===== src/rtl/reset_sequencer.sv =====
// rtl/reset_sequencer.sv - debounced, minimum-width, per-stage ordered reset release
module reset_sequencer #(
  parameter int NUM_STAGES      = 3,
  parameter int HOLD_CYCLES     = 16,
  parameter int STAGE_GAP       = 8,
  parameter int DEBOUNCE_CYCLES = 4
) (
  input  logic                  clock,
  input  logic                  resetN,
  input  logic                  resetRequest,
  output logic [NUM_STAGES-1:0] resetOutN,
  output logic                  resetBusy,
  output logic                  resetDone
);

  localparam int HoldWidth  = $clog2(HOLD_CYCLES + 1);
  localparam int GapWidth   = $clog2(STAGE_GAP + 1);
  localparam int DebWidth   = $clog2(DEBOUNCE_CYCLES + 1);
  localparam int StageWidth = (NUM_STAGES > 1) ? $clog2(NUM_STAGES) : 1;

  localparam logic [HoldWidth-1:0]  HoldMax   = HoldWidth'(HOLD_CYCLES);
  localparam logic [GapWidth-1:0]   GapMax    = GapWidth'(STAGE_GAP);
  localparam logic [DebWidth-1:0]   DebMax    = DebWidth'(DEBOUNCE_CYCLES);
  localparam logic [DebWidth-1:0]   DebLast   = DebWidth'(DEBOUNCE_CYCLES - 1);
  localparam logic [StageWidth-1:0] LastStage = StageWidth'(NUM_STAGES - 1);
  localparam logic [NUM_STAGES-1:0] FirstBit  = NUM_STAGES'(1);

  typedef enum logic [1:0] {
    HOLD,
    RELEASE,
    RUN
  } seqState_e;

  seqState_e             state, stateNext;
  logic [HoldWidth-1:0]  holdCount, holdNext, holdInc;
  logic [GapWidth-1:0]   gapCount, gapNext, gapInc;
  logic [DebWidth-1:0]   debCount, debNext;
  logic [StageWidth-1:0] stageIdx, stageNext;
  logic [NUM_STAGES-1:0] outNext;
  logic                  busyNext;
  logic                  doneNext;
  logic                  debTrigger;

  // State, counters and registered outputs; resetN forces everything into HOLD without a clock
  always_ff @(posedge clock or negedge resetN) begin
    if (!resetN) begin
      state     <= HOLD;
      holdCount <= '0;
      gapCount  <= '0;
      debCount  <= '0;
      stageIdx  <= '0;
      resetOutN <= '0;
      resetBusy <= 1'b1;
      resetDone <= 1'b0;
    end else begin
      state     <= stateNext;
      holdCount <= holdNext;
      gapCount  <= gapNext;
      debCount  <= debNext;
      stageIdx  <= stageNext;
      resetOutN <= outNext;
      resetBusy <= busyNext;
      resetDone <= doneNext;
    end
  end

  // Debounce, hold timing and staged release; a debounced request outranks any release on the same edge
  always_comb begin
    stateNext  = state;
    holdNext   = holdCount;
    gapNext    = gapCount;
    stageNext  = stageIdx;
    outNext    = resetOutN;
    busyNext   = resetBusy;
    doneNext   = 1'b0;
    holdInc    = holdCount + 1'b1;
    gapInc     = gapCount + 1'b1;
    debNext    = debCount;
    debTrigger = 1'b0;

    // The trigger fires only on the edge the count first reaches its limit, not while it sits saturated
    if (resetRequest) begin
      if (debCount != DebMax) begin
        debNext = debCount + 1'b1;
      end
      debTrigger = (debCount == DebLast);
    end else begin
      debNext = '0;
    end

    case (state)
      HOLD: begin
        outNext  = '0;
        busyNext = 1'b1;
        if (resetRequest) begin
          holdNext = '0;
        end else if (holdInc == HoldMax) begin
          holdNext  = '0;
          gapNext   = '0;
          stageNext = '0;
          stateNext = RELEASE;
        end else begin
          holdNext = holdInc;
        end
      end

      RELEASE: begin
        if (debTrigger) begin
          stateNext = HOLD;
          outNext   = '0;
          busyNext  = 1'b1;
          holdNext  = '0;
          gapNext   = '0;
          stageNext = '0;
        end else if (gapInc == GapMax) begin
          // Stages release strictly in order, so shifting a one in releases resetOutN[stageIdx]
          outNext = (resetOutN << 1) | FirstBit;
          gapNext = '0;
          if (stageIdx == LastStage) begin
            stateNext = RUN;
            busyNext  = 1'b0;
            doneNext  = 1'b1;
          end else begin
            stageNext = stageIdx + 1'b1;
          end
        end else begin
          gapNext = gapInc;
        end
      end

      RUN: begin
        if (debTrigger) begin
          stateNext = HOLD;
          outNext   = '0;
          busyNext  = 1'b1;
          holdNext  = '0;
          gapNext   = '0;
          stageNext = '0;
        end
      end

      default: begin
        stateNext = HOLD;
        outNext   = '0;
        busyNext  = 1'b1;
        holdNext  = '0;
        gapNext   = '0;
        stageNext = '0;
      end
    endcase
  end

endmodule


===== config.mk =====
export PLATFORM = sky130hd
export DESIGN_NAME = reset_sequencer
export DESIGN_NICKNAME = d
export VERILOG_FILES = /design/src/rtl/reset_sequencer.sv
export SDC_FILE = /design/constraint.sdc
export NUM_CORES = 1
export LEC_CHECK = 0
export ABC_AREA = 1
export CELL_PAD_IN_SITES_DETAIL_PLACEMENT = 1
export CELL_PAD_IN_SITES_GLOBAL_PLACEMENT = 1
export CORE_UTILIZATION = 47
export CTS_CLUSTER_SIZE = 12
export DETAILED_ROUTE_END_ITERATION = 12
export GPL_TIMING_DRIVEN = 1
export HOLD_SLACK_MARGIN = 0.12
export PLACE_DENSITY_LB_ADDON = 0.3
export SLEW_MARGIN = 20
export SYNTH_ARGS = -nofsm -noshare
export SYNTH_HDL_FRONTEND = slang
export SYNTH_SLANG_ARGS = --single-unit
export TNS_END_PERCENT = 30

===== constraint.sdc =====
create_clock -name clock -period 2.3 [get_ports clock]
set_input_delay 0.23 -clock clock [delete_from_list [all_inputs] [get_ports clock]]
set_output_delay 0.23 -clock clock [all_outputs]
set_load 0.02 [all_outputs]

==> impl_table.tex, run 1 <==
\begin{tabular}{lr}
\hline
Metric & Value \\
\hline
\multicolumn{2}{l}{\textbf{Finish}} \\
\quad Number of filler cells placed in the layout & between 300 and 400 \\
\quad Layout net count & 170 \\
\quad Design Area, Final & 1359 um2 \\
\quad Share of final-layout standard cells stronger than drive strength 1 & 14.10\% \\
\quad Most common library cell in the layout ignoring fill and taps & nand2\_1 \\
\quad Antenna diode count & 0 \\
\quad Commonest non-fill, non-tap cells in the layout & 32 x nand2\_1, 22 x inv\_1, 20 x dfrtp\_1 \\
\quad Area delta synth->final & 11.61\% \\
\multicolumn{2}{l}{\textbf{GRT}} \\
\quad Largest net degree at the start of global routing & 16 \\
\quad Met3 usage & 6.897\% \\
\quad GR Layer Usage met2 & between 40\% and 50\% \\
\quad Most Crowded Layer GR & met2 \\
\quad Met1 track utilization from global routing & between 20 and 30\% \\
\quad Number of global-route vias before repair & about 1.0k \\
\quad Global router's overall resource usage & between 20\% and 30\% \\
\quad Grt ovf & 0 \\
\quad Global-route wire length before repair & 4712 um \\
\quad Initial antenna violation count & 0 \\
\multicolumn{2}{l}{\textbf{Logic synthesis}} \\
\quad Library cell with the largest summed area after synthesis & dfrtp\_1 \\
\quad Share of the yosys chip area belonging to registers & a little over two fifths \\
\quad Cells after Synth & about 140 \\
\quad Number of storage elements in the synthesis netlist & 21 \\
\quad Post-synth top area share & roughly 40\% \\
\quad Cell area after technology mapping & approximately 1200 um2 \\
\quad Yosys warnings & 0 \\
\quad Synthesized area divided by synthesized cell count & between 8 and 9 um2 \\
\quad Cells taking the most area after synthesis & dfrtp\_1 41\%, ha\_1 10\%, nand2\_1 9.9\%, inv\_1 6.8\%, nand3\_1 4.9\% \\
\quad Post-synthesis cell type count & 24 \\
\quad Syn Nets & $\sim$160 \\
\multicolumn{2}{l}{\textbf{Critical path}} \\
\quad Top fanout value on the critical path & 4 \\
\quad Arr. time, crit path & between 1.5 and 2 ns \\
\quad Ordered cell list for the critical path & ha\_1 > ha\_1 > nand2\_2 > inv\_1 > nor2\_1 > inv\_1 > a21oi\_1 > o21bai\_1 > inv\_1 \\
\quad Standard cell with the maximum stage delay on the critical path & dfrtp\_1 \\
\quad Critical Path Start Type & register \\
\quad Type of element capturing the critical path & register \\
\quad Cell seen most often among critical-path stages & inv\_1 \\
\quad Critical path required time & roughly 2.5 ns \\
\quad Crit path largest cell delay & about 0.40 ns \\
\quad Critical path class & reg2reg \\
\multicolumn{2}{l}{\textbf{Placement}} \\
\quad Total half-perimeter wirelength after legalization and detailed placement & approximately 2300 um \\
\quad Routability congestion estimate & 0.7842 \\
\quad Place WS & approximately 0.56 ns \\
\quad Total of buffers placed on input and output ports & 7 \\
\quad Cell area after placement & 1333 um2 \\
\multicolumn{2}{l}{\textbf{Die}} \\
\quad Starting Density & 49.59\% \\
\quad Height of the die & 52.90 um \\
\quad Die Width & 52.90 um \\
\quad Placeable core region & 2455 um2 \\
\quad Area of the die & roughly 2800 um2 \\
\quad I/O pins & 8 \\
\quad Row cnt & 18 \\
\multicolumn{2}{l}{\textbf{STA}} \\
\quad Final worst-path cycle share & between 70\% and 80\% \\
\quad Least-Margin Pin Slew & between 0.7 and 0.8 ns \\
\quad Final-report setup violation count & 0 \\
\quad Minimum clock period & 1.737 ns \\
\quad Final total negative setup slack & 0 ns \\
\quad Post-route worst setup slack & approximately 0.56 ns \\
\quad Setup repair after global routing missed its margin & no \\
\quad Relative max-transition margin & between 50\% and 60\% \\
\quad Fin Clk Skew & between 0.007 and 0.008 ns \\
\quad Fmax & 0.5757 GHz \\
\quad Final Max Slew Viols & 0 \\
\quad Total count of hold-check failures in the final report & 0 \\
\multicolumn{2}{l}{\textbf{Clocking}} \\
\quad Max H-tree Level & 1 \\
\quad Clock latency of the later-clocked register in the worst-skew pair & approximately 0.31 ns \\
\quad Clock transition at the registers of the reported paths & between 0.1 and 0.15 ns \\
\quad Number of clock sinks seen by CTS & 21 \\
\quad CTS buffer count & 3 \\
\quad Hold-fix buffers at CTS & 0 \\
\quad TritonCTS clock tree & done \\
\quad Post-CTS Setup Repair Bufs & 0 \\
\quad Buffer depth of the longest clock path & 2 \\
\quad Clock root cell & clkbuf\_4 \\
\quad Post\_cts resized & 0 \\
\multicolumn{2}{l}{\textbf{Route}} \\
\quad DRT antenna net count & 0 \\
\quad Count of unresolved DRC violations after routing & 0 \\
\quad First-pass detailed-route iteration total & 6 \\
\quad Violation count after the first detailed-routing iteration & 11 \\
\quad Total wire length & around 2700 um \\
\quad Vias per cell & about 5.3 \\
\quad Via count & 992 \\
\quad Avg WL per Cell & about 15 um \\
\multicolumn{2}{l}{\textbf{Flow run}} \\
\quad Number of violations of the max-capacitance limit & 0 \\
\multicolumn{2}{l}{\textbf{Power}} \\
\quad Maximum ir drop on the vdd rail & about 0.00069 V \\
\quad Final Total Pwr & roughly 1500 uW \\
\quad Power density over the cells & 1100 nW/um2 \\
\quad Total leakage power & a little under 0.0007 uW \\
\multicolumn{2}{l}{\textbf{Worst hold path}} \\
\quad Class of the most critical hold timing path & in2async \\
\multicolumn{2}{l}{\textbf{Status}} \\
\quad Outcome & completed \\
\hline
\end{tabular}
[flip-flops by register name (all words and copies together) (netlist names)]
register and count:
gapCount 4, state 2, stageIdx 2, resetBusy 1
resetOutN 3, holdCount 5, resetDone 1, debCount 3
[cell usage after synthesis, drive strengths merged]
cell    instances
nor2           10
o31ai           1
nand4           3
dfstp           1
ha             10
or2             1
clkinv          1
nand3          15
a21oi           1
o21ai          16
a22o            1
o21bai          1
nand2          40
dfrtp          20
inv            23
[worst paths after layout]
| check | from | to | slack [ns] | depth (start not counted) |
|---|---|---|---|---|
| setup / recovery | debCount[0]$_DFFE_PN0P_ | holdCount[2]$_DFFE_PN0P_ | 0.56 | 9 |
| hold / removal | resetN | stageIdx[0]$_DFFE_PN0P_ | 0.33 | 1 |
| setup reg to reg | debCount[0]$_DFFE_PN0P_ | holdCount[2]$_DFFE_PN0P_ | 0.56 | 9 |
| hold reg to reg | resetBusy$_DFFE_PN1P_ | resetBusy$_DFFE_PN1P_ | 0.51 | 2 |
| max in group asynchronous | resetN | holdCount[0]$_DFFE_PN0P_ | 1.39 | 2 |
| min in group clock | resetBusy$_DFFE_PN1P_ | resetBusy$_DFFE_PN1P_ | 0.51 | 2 |
[area by class of cell]
| cell class | instances | area, um2 | share of cell area, % |
|---|---|---|---|
| inverters | 24 | 91.34 | 6.722 |
| clock buffers | 4 | 26.28 | 1.934 |
| well taps | 30 | 37.54 | 2.762 |
| repair buffers | 8 | 77.57 | 5.709 |
| multi-input cells | 99 | 599.3 | 44.11 |
| flip-flops and latches | 21 | 526.8 | 38.77 |
[per-layer routing]
| metal | part of all wire, % | vias to the layer above |
|---|---|---|
| li1 | - | 485 |
| met1 | 41 | 485 |
| met2 | 54 | 16 |
| met3 | 2.9 | 6 |
| met4 | 2.1 | 0 |
| met5 | 0 | - |
[per-stage QoR]
stage | util, % | instances | hold WS (ns)
after floorplan | - | 144 | -0.06559
after global placement | 54.28 | 182 | 0.4649
after detailed placement | 54.28 | 182 | 0.4930
after CTS | 55.35 | 186 | 0.3423
after global routing | 55.35 | 186 | 0.3702
final | 55.35 | 186 | 0.3313
[critical path: cells and delay by family (launching register included)]
kind | cells | cell delay (ns)
AO/OA/AOI/OAI | 2 | 0.25
adder cells (fa/ha/maj) | 2 | 0.38
buffers and inverters | 3 | 0.25
flip-flops | 1 | 0.40
AND/OR/NAND/NOR | 2 | 0.35
[kinds of logic (layout without fill, tap and decap cells)]
group	Yosys count	after routing	synth area share, %
AO/OA/AOI/OAI	20	20	10.17
adder cells (fa/ha/maj)	10	10	10.28
buffers and inverters	24	36	7.502
flip-flops	21	21	43.27
AND/OR/NAND/NOR	69	69	28.78
[power by group]
part	total (uW)	switching [uW]	leakage, uW	internal, uW
clock	177	109	0.0000150	67.8
combinational	741	479	0.000379	262
sequential	577	96.2	0.000280	481
(Power assumes the default switching activity.)
==> inputs of run 2 (changes only) <==
--- a/config.mk
+++ b/config.mk
@@ -8,7 +8,7 @@
 export ABC_AREA = 1
 export CELL_PAD_IN_SITES_DETAIL_PLACEMENT = 1
 export CELL_PAD_IN_SITES_GLOBAL_PLACEMENT = 1
-export CORE_UTILIZATION = 47
+export CORE_UTILIZATION = 43
 export CTS_CLUSTER_SIZE = 12
 export DETAILED_ROUTE_END_ITERATION = 12
 export GPL_TIMING_DRIVEN = 1
==> constraint.sdc (replaced) <==
create_clock -name clock -period 1.6 [get_ports clock]
set_input_delay 0.16 -clock clock [delete_from_list [all_inputs] [get_ports clock]]
set_output_delay 0.16 -clock clock [all_outputs]
set_load 0.02 [all_outputs]
==> impl_table.tex, run 2 (synthesis gave the netlist of run 1 again) <==
\begin{tabular}{lr}
\hline
Metric & Value \\
\hline
\multicolumn{2}{l}{\textbf{STA}} \\
\quad Least-Margin Pin Slew & 0.2745 ns (-0.4346 ns) \\
\quad Fin Clk Skew & 0.003123 ns (-0.003975 ns) \\
\quad Final-report setup violation count & 0 (unchanged) \\
\quad Minimum clock period & 1.579 ns (-0.1580 ns) \\
\quad Fmax & 0.6333 GHz (+10\%) \\
\quad Setup repair after global routing missed its margin & yes \\
\quad Relative max-transition margin & 81.70\% (+29 points) \\
\quad Final Max Slew Viols & 0 (unchanged) \\
\quad Total count of hold-check failures in the final report & 0 (unchanged) \\
\quad Final worst-path cycle share & 98.69\% (+23 points) \\
\multicolumn{2}{l}{\textbf{Critical path}} \\
\quad Arr. time, crit path & 1.84 ns (-0.10 ns) \\
\quad Critical path class & reg2reg \\
\quad Type of element capturing the critical path & register \\
\quad Critical Path Start Type & register \\
\quad FF-to-FF path depth & 10 (+1) \\
\quad Top fanout value on the critical path & 4 (unchanged) \\
\quad Critical path required time & 1.86 ns (-0.65 ns) \\
\multicolumn{2}{l}{\textbf{Power}} \\
\quad Total leakage power & 0.0007527 uW (+12\%) \\
\quad Power density over the cells & 1660 nW/um2 (+51\%) \\
\quad Maximum ir drop on the vdd rail & 0.0008937 V (+30\%) \\
\quad Final Total Pwr & 2538 uW (+70\%) \\
\multicolumn{2}{l}{\textbf{Die}} \\
\quad Starting Density & 47.42\% (-2.2 points) \\
\quad Die Width & 55.21 um (+4.4\%) \\
\quad Row cnt & 18 (unchanged) \\
\quad Height of the die & 55.21 um (+4.4\%) \\
\quad Area of the die & 3048 um2 (+8.9\%) \\
\quad I/O pins & 8 (unchanged) \\
\quad Placeable core region & 2567 um2 (+4.6\%) \\
\multicolumn{2}{l}{\textbf{Clocking}} \\
\quad Clock transition at the registers of the reported paths & 0.13 ns (+0.02 ns) \\
\quad CTS buffer count & 3 (unchanged) \\
\quad Clock latency of the later-clocked register in the worst-skew pair & 0.31 ns (about the same) \\
\quad Clock root cell & clkbuf\_4 \\
\quad TritonCTS clock tree & done \\
\quad Buffer depth of the longest clock path & 2 (unchanged) \\
\quad Max H-tree Level & 1 (unchanged) \\
\quad Hold-fix buffers at CTS & 0 (unchanged) \\
\quad Number of clock sinks seen by CTS & 21 (unchanged) \\
\multicolumn{2}{l}{\textbf{Finish}} \\
\quad Antenna diode count & 0 (unchanged) \\
\quad Top flop regs & holdCount (5), gapCount (4) \\
\quad Layout net count & 182 (+7.1\%) \\
\quad Most common library cell in the layout ignoring fill and taps & nand2\_1 \\
\quad Top reg by flops & holdCount \\
\quad Design Area, Final & 1529 um2 (+13\%) \\
\quad Commonest non-fill, non-tap cells in the layout & 31 x nand2\_1, 21 x inv\_1, 20 x dfrtp\_1 \\
\quad Area delta synth->final & 25.59\% \\
\quad Share of final-layout standard cells stronger than drive strength 1 & 27.38\% (+13 points) \\
\quad Number of flip-flops in the largest register & 5 (unchanged) \\
\multicolumn{2}{l}{\textbf{Route}} \\
\quad Total wire length & 3124 um (+16\%) \\
\quad Violation count after the first detailed-routing iteration & 28 (+17) \\
\quad First-pass detailed-route iteration total & 4 (-2) \\
\quad Vias per cell & 5.364 (+0.57\%) \\
\quad DRT antenna net count & 0 (unchanged) \\
\quad Avg WL per Cell & 15.78 um (+8.8\%) \\
\quad Count of unresolved DRC violations after routing & 0 (unchanged) \\
\quad Via count & 1062 (+7.1\%) \\
\multicolumn{2}{l}{\textbf{GRT}} \\
\quad Initial antenna violation count & 0 (unchanged) \\
\quad Largest net degree at the start of global routing & 22 (+6) \\
\quad Number of global-route vias before repair & 1149 (+10\%) \\
\quad Grt ovf & 0 (unchanged) \\
\quad Global-route wire length before repair & 5202 um (+10\%) \\
\quad Global router's overall resource usage & 21.43\% (-2.9 points) \\
\multicolumn{2}{l}{\textbf{Status}} \\
\quad Outcome & completed \\
\multicolumn{2}{l}{\textbf{Placement}} \\
\quad Routability congestion estimate & 0.7330 (-6.5\%) \\
\quad Cell area after placement & 1385 um2 (+3.9\%) \\
\quad Total half-perimeter wirelength after legalization and detailed placement & 2295 um (+0.19\%) \\
\quad Total of buffers placed on input and output ports & 7 (unchanged) \\
\multicolumn{2}{l}{\textbf{Worst hold path}} \\
\quad Class of the most critical hold timing path & in2async \\
\multicolumn{2}{l}{\textbf{Flow run}} \\
\quad Number of violations of the max-capacitance limit & 0 (unchanged) \\
\hline
\end{tabular}
run 2: cell count changes in the layout (fill, tap and decap cells not counted), sizes merged:
| cell | delta |
|---|---|
| buf | +12 |
| dlygate4sd2 | +1 |
| clkdlybuf4s50 | -1 |
| clkbuf | -1 |
| inv | +1 |
run 2: power breakdown:
| part | internal, uW | leakage (uW) | total [uW] | switching (uW) |
|---|---|---|---|---|
| sequential | 691 | 0.000280 | 808 | 117 |
| combinational | 578 | 0.000455 | 1460 | 883 |
| clock | 93.5 | 0.0000177 | 268 | 175 |
run 2: final cells by class:
type / count / area, um2
multi-input cells: 99 / 666.9
repair buffers: 20 / 170.2
clock buffers: 3 / 22.52
well taps: 30 / 37.54
flip-flops and latches: 21 / 526.8
inverters: 24 / 100.1
clock inverters: 1 / 5.005
fillers: 312 / 1039
run 2: path summary, 6_finish.rpt:
path,end,slack [ns],start
min in group clock,resetBusy$_DFFE_PN1P_,0.52,resetBusy$_DFFE_PN1P_
worst min-delay path,debCount[2]$_DFFE_PN0P_,0.18,resetN
worst min register to register,resetBusy$_DFFE_PN1P_,0.52,resetBusy$_DFFE_PN1P_
max in group asynchronous,resetBusy$_DFFE_PN1P_,1.14,resetN
worst max register to register,state[1]$_DFFE_PN0P_,0.02,debCount[0]$_DFFE_PN0P_
worst max-delay path,state[1]$_DFFE_PN0P_,0.02,debCount[0]$_DFFE_PN0P_
run 2: repair_timing:
action                     CTS  global route
gates resized for setup      7            22
setup endpoints to repair    8            13
pin swaps                    0             8
buffers inserted             0             5
run 2: per-stage QoR:
step / std cells / hold WS, ns / TNS [ns] / utilization, % / worst slack (ns)
after floorplan: 144 / -0.1356 / 0 / - / 0.1142
after global placement: 189 / 0.4743 / 0 / 53.95 / 0.01693
after detailed placement: 189 / 0.5113 / -0.1898 / 53.95 / -0.05707
after CTS: 193 / 0.1844 / -0.02698 / 55.36 / -0.02435
after global routing: 198 / 0.2017 / -0.09578 / 59.55 / -0.03456
final: 198 / 0.1800 / 0 / 59.55 / 0.02097
run 2: per-layer routing:
layer	GRT usage, %	share of wire, %	vias up
li1	-	-	510
met5	0	0	-
met4	10.36	2.9	0
met3	3.279	2.9	12
met1	25.04	42	523
met2	38.04	52	17
run 2: critical path, cell delays in order (launching register included):
cell and delay (ns):
dfrtp_1 0.41, ha_2 0.19, ha_2 0.18, nand2_4 0.08
nand2_4 0.10, o21ai_2 0.16, inv_2 0.07, buf_4 0.13
nand3_2 0.07, nand2_1 0.06, nand2_1 0.07
==> inputs of run 3 (changes only) <==
--- a/config.mk
+++ b/config.mk
@@ -5,10 +5,10 @@
 export SDC_FILE = /design/constraint.sdc
 export NUM_CORES = 1
 export LEC_CHECK = 0
-export ABC_AREA = 1
+export CAP_MARGIN = 20
 export CELL_PAD_IN_SITES_DETAIL_PLACEMENT = 1
 export CELL_PAD_IN_SITES_GLOBAL_PLACEMENT = 1
-export CORE_UTILIZATION = 43
+export CORE_UTILIZATION = 45
 export CTS_CLUSTER_SIZE = 12
 export DETAILED_ROUTE_END_ITERATION = 12
 export GPL_TIMING_DRIVEN = 1
==> impl_table.tex, run 3 <==
\begin{tabular}{lr}
\hline
Metric & Value \\
\hline
\multicolumn{2}{l}{\textbf{Finish}} \\
\quad Top flop regs & holdCount (5), gapCount (4) \\
\quad Total area of multi-input combinational cells & 784.5 um2 (+18\%) \\
\quad Footprint of the flip-flops and latches & 529.3 um2 (+0.48\%) \\
\quad Share of final-layout standard cells stronger than drive strength 1 & 34.81\% (+7.4 points) \\
\quad Most common library cell in the layout ignoring fill and taps & buf\_4 \\
\quad Top reg by flops & holdCount \\
\quad Layout net count & 172 (-5.5\%) \\
\quad Number of flip-flops in the largest register & 5 (unchanged) \\
\quad Area delta synth->final & 33.17\% \\
\quad Number of filler cells placed in the layout & 264 (-15\%) \\
\quad Commonest non-fill, non-tap cells in the layout & 22 x buf\_4, 18 x dfrtp\_1, 13 x nand2\_1 \\
\quad Antenna diode count & 0 (unchanged) \\
\multicolumn{2}{l}{\textbf{Critical path}} \\
\quad Launch point of the critical path & gapCount[1]\$\_DFFE\_PN0P\_ \\
\quad Minimum setup slack among reg-to-reg paths & -0.22 ns (-0.24 ns) \\
\quad Standard cell with the maximum stage delay on the critical path & dfrtp\_2 \\
\quad Top fanout value on the critical path & 7 (+3) \\
\quad Dominant delay contributor by cell family on the critical path & compound AO/OA/AOI/OAI gates \\
\quad Capturing point of the worst reg2reg path & stageIdx[0]\$\_DFFE\_PN0P\_ \\
\quad Critical register-to-register path startpoint & gapCount[1]\$\_DFFE\_PN0P\_ \\
\quad Critical path required time & 1.80 ns (-0.06 ns) \\
\quad Ordered cell list for the critical path & ha\_4 > nor4bb\_4 > nor2\_4 > a21oi\_4 > a31oi\_1 > o21bai\_1 \\
\quad FF-to-FF path depth & 6 (-4) \\
\quad Number of gates on the worst path with buffers counted & 6 (-4) \\
\quad Crit path largest cell delay & 0.48 ns (+0.07 ns) \\
\quad Critical path class & reg2reg \\
\quad Critical Path Start Type & register \\
\quad Number of buffer and inverter stages on the critical path & 0 (-2) \\
\quad Type of element capturing the critical path & register \\
\quad Arr. time, crit path & 2.02 ns (+0.18 ns) \\
\quad Destination of the critical timing path & stageIdx[0]\$\_DFFE\_PN0P\_ \\
\multicolumn{2}{l}{\textbf{Logic synthesis}} \\
\quad Share of the yosys chip area belonging to registers & 42.44\% (-0.83 points) \\
\quad Cell area after technology mapping & 1241 um2 (+2.0\%) \\
\quad Cells taking the most area after synthesis & dfrtp\_1 40\%, ha\_1 10\%, nand2\_1 4.2\%, inv\_1 3.3\%, nand3\_1 3.2\% \\
\quad Synthesized area divided by synthesized cell count & 9.851 um2 (+17\%) \\
\quad Number of storage elements in the synthesis netlist & 21 (unchanged) \\
\quad Yosys warnings & 0 (unchanged) \\
\quad Post-synthesis cell type count & 45 (+88\%) \\
\quad Share of async-settable or async-resettable flops after synthesis & 100.0\% (unchanged) \\
\quad Library cell with the largest summed area after synthesis & dfrtp\_1 \\
\quad Main flop type after synthesis & dfrtp\_1 \\
\quad Most frequently used cell type in the post-synthesis netlist & dfrtp\_1 \\
\quad Syn Nets & 139 (-11\%) \\
\quad Number of flops mapped to enable cells by yosys & 0 (unchanged) \\
\quad Cells after Synth & 126 (-13\%) \\
\quad Synth top cells by count & 20 x dfrtp\_1, 14 x nand2\_1, 11 x inv\_1, 10 x ha\_1, 8 x nand3\_1 \\
\quad Post-synth top area share & 40.32\% (-0.79 points) \\
\multicolumn{2}{l}{\textbf{Clocking}} \\
\quad Max H-tree Level & 1 (unchanged) \\
\quad Number of clock sinks seen by CTS & 21 (unchanged) \\
\quad Buffer depth of the longest clock path & 2 (unchanged) \\
\quad Hold-fix buffers at CTS & 0 (unchanged) \\
\quad Clock root cell & clkbuf\_4 \\
\quad Clock transition at the registers of the reported paths & 0.12 ns (about the same) \\
\quad Clock latency of the later-clocked register in the worst-skew pair & 0.30 ns (about the same) \\
\quad CTS buffer count & 3 (unchanged) \\
\quad TritonCTS clock tree & done \\
\multicolumn{2}{l}{\textbf{Status}} \\
\quad Outcome & finished with violations \\
\quad Violated checks & negative setup slack \\
\multicolumn{2}{l}{\textbf{Route}} \\
\quad Via count & 1112 (+4.7\%) \\
\quad Count of unresolved DRC violations after routing & 0 (unchanged) \\
\quad Total wire length & 3812 um (+22\%) \\
\quad Avg WL per Cell & 20.28 um (+29\%) \\
\quad DRT antenna net count & 0 (unchanged) \\
\quad First-pass detailed-route iteration total & 4 (unchanged) \\
\quad Violation count after the first detailed-routing iteration & 22 (-21\%) \\
\quad Vias per cell & 5.915 (+10\%) \\
\multicolumn{2}{l}{\textbf{STA}} \\
\quad Least-Margin Pin Slew & 0.3904 ns (+0.1159 ns) \\
\quad Final total negative setup slack & -1.460 ns (-1.460 ns) \\
\quad Fin Clk Skew & 0.004595 ns (+0.001473 ns) \\
\quad Relative max-transition margin & 73.89\% (-7.8 points) \\
\quad Total count of hold-check failures in the final report & 0 (unchanged) \\
\quad Setup repair after global routing missed its margin & yes \\
\quad Final Max Slew Viols & 0 (unchanged) \\
\quad Final worst-path cycle share & 113.7\% (+15 points) \\
\quad Post-route worst setup slack & -0.2190 ns (-0.2400 ns) \\
\quad Final-report setup violation count & 11 (+11) \\
\quad Fmax & 0.5498 GHz (-13\%) \\
\quad Minimum clock period & 1.819 ns (+0.2400 ns) \\
\multicolumn{2}{l}{\textbf{Flow run}} \\
\quad Number of violations of the max-capacitance limit & 0 (unchanged) \\
\multicolumn{2}{l}{\textbf{Die}} \\
\quad Starting Density & 48.77\% (+1.4 points) \\
\quad I/O pins & 8 (unchanged) \\
\quad Placeable core region & 2545 um2 (-0.88\%) \\
\quad Area of the die & 2972 um2 (-2.5\%) \\
\quad Die Width & 54.52 um (-1.2\%) \\
\quad Row cnt & 18 (unchanged) \\
\quad Height of the die & 54.52 um (-1.2\%) \\
\multicolumn{2}{l}{\textbf{Power}} \\
\quad Power density over the cells & 1705 nW/um2 (+2.7\%) \\
\quad Total leakage power & 0.0007512 uW (-0.20\%) \\
\quad Maximum ir drop on the vdd rail & 0.001177 V (+32\%) \\
\multicolumn{2}{l}{\textbf{Placement}} \\
\quad Place WS & -0.2206 ns (-0.1635 ns) \\
\quad Total half-perimeter wirelength after legalization and detailed placement & 2305 um (+0.42\%) \\
\quad Routability congestion estimate & 0.7571 (+3.3\%) \\
\quad Total of buffers placed on input and output ports & 7 (unchanged) \\
\multicolumn{2}{l}{\textbf{GRT}} \\
\quad Grt ovf & 0 (unchanged) \\
\quad Global router's overall resource usage & 26.36\% (+4.9 points) \\
\quad Largest net degree at the start of global routing & 22 (unchanged) \\
\quad Global-route wire length before repair & 5361 um (+3.1\%) \\
\quad Number of global-route vias before repair & 1136 (-1.1\%) \\
\quad Initial antenna violation count & 0 (unchanged) \\
\multicolumn{2}{l}{\textbf{Worst hold path}} \\
\quad Class of the most critical hold timing path & in2async \\
\hline
\end{tabular}
## run 3: changes by cell type after synthesis, sizes merged, moves of 4 or more
cell,before,now
nor2,10,5
a21boi,0,4
a21oi,1,5
inv,23,11
nand2,40,14
o21ai,16,8
nand3,15,8
## run 3: worst min-delay path by stage
stage          cells past startpoint                     from                       to
2_1_floorplan                      0                   resetN  debCount[0]$_DFFE_PN0P_
3_3_place_gp                       1  stageIdx[0]$_DFFE_PN0P_  stageIdx[0]$_DFFE_PN0P_
3_5_place_dp                       1  stageIdx[0]$_DFFE_PN0P_  stageIdx[0]$_DFFE_PN0P_
4_1_cts                            2                   resetN  debCount[0]$_DFFE_PN0P_
5_1_grt                            2                   resetN  gapCount[3]$_DFFE_PN0P_
6_report                           2                   resetN  gapCount[1]$_DFFE_PN0P_
## run 3: per-layer routing
layer  vias to the layer above  GRT usage (%)  part of all wire, %
met2                        32          47.15                   48
li1                        517              -                    -
met3                        12          3.333                  3.5
met1                       551          32.58                   45
met5                         -              0                    0
met4                         0          8.120                  3.4
## run 3: layout make-up
class	instances	area share, %
multi-input combinational	93	47.46
sequential	21	32.02
timing repair buffer	29	14.16
inverter	11	2.498
tap	30	2.271
clock buffer	4	1.590
## run 3: cells by family (layout without fill, tap and decap cells)
| group | count (synthesis) | in the layout | synth area share (%) |
|---|---|---|---|
| muxes | 4 | 4 | 3.327 |
| xor gates and xnor gates | 1 | 1 | 0.7058 |
| and+or+nand+nor | 44 | 44 | 18.85 |
| buffers and inverters | 12 | 44 | 3.629 |
| AOI/OAI and AO/OA | 34 | 34 | 20.97 |
| adders and majority gates | 10 | 10 | 10.08 |
| DFF | 21 | 21 | 42.44 |
## run 3: what timing repair did
item / CTS / global route
cloned: 0 / 0
setup endpoints to repair: 15 / 16
pin swaps: 2 / 7
resized for setup: 7 / 11
hold endpoints to repair: 0 / 0
setup buffers: 0 / 2
## run 3: metrics by stage
stage / hold WS (ns) / area, um2 / total power [uW] / cells / utilization [%]
floorplan: -0.1356 / 1296 / 1702 / 126 / -
global placement: 0.4438 / 1550 / 2171 / 182 / 60.91
detailed placement: 0.4635 / 1550 / 2270 / 182 / 60.91
CTS: 0.2028 / 1594 / 2606 / 186 / 62.64
global route: 0.2179 / 1653 / 2990 / 188 / 64.95
finish: 0.1907 / 1653 / 2818 / 188 / 64.95
## run 3: where the power goes
part | internal (uW) | total (uW) | switching (uW)
combinational | 823 | 1720 | 894
sequential | 690 | 840 | 150
clock | 97.1 | 261 | 164
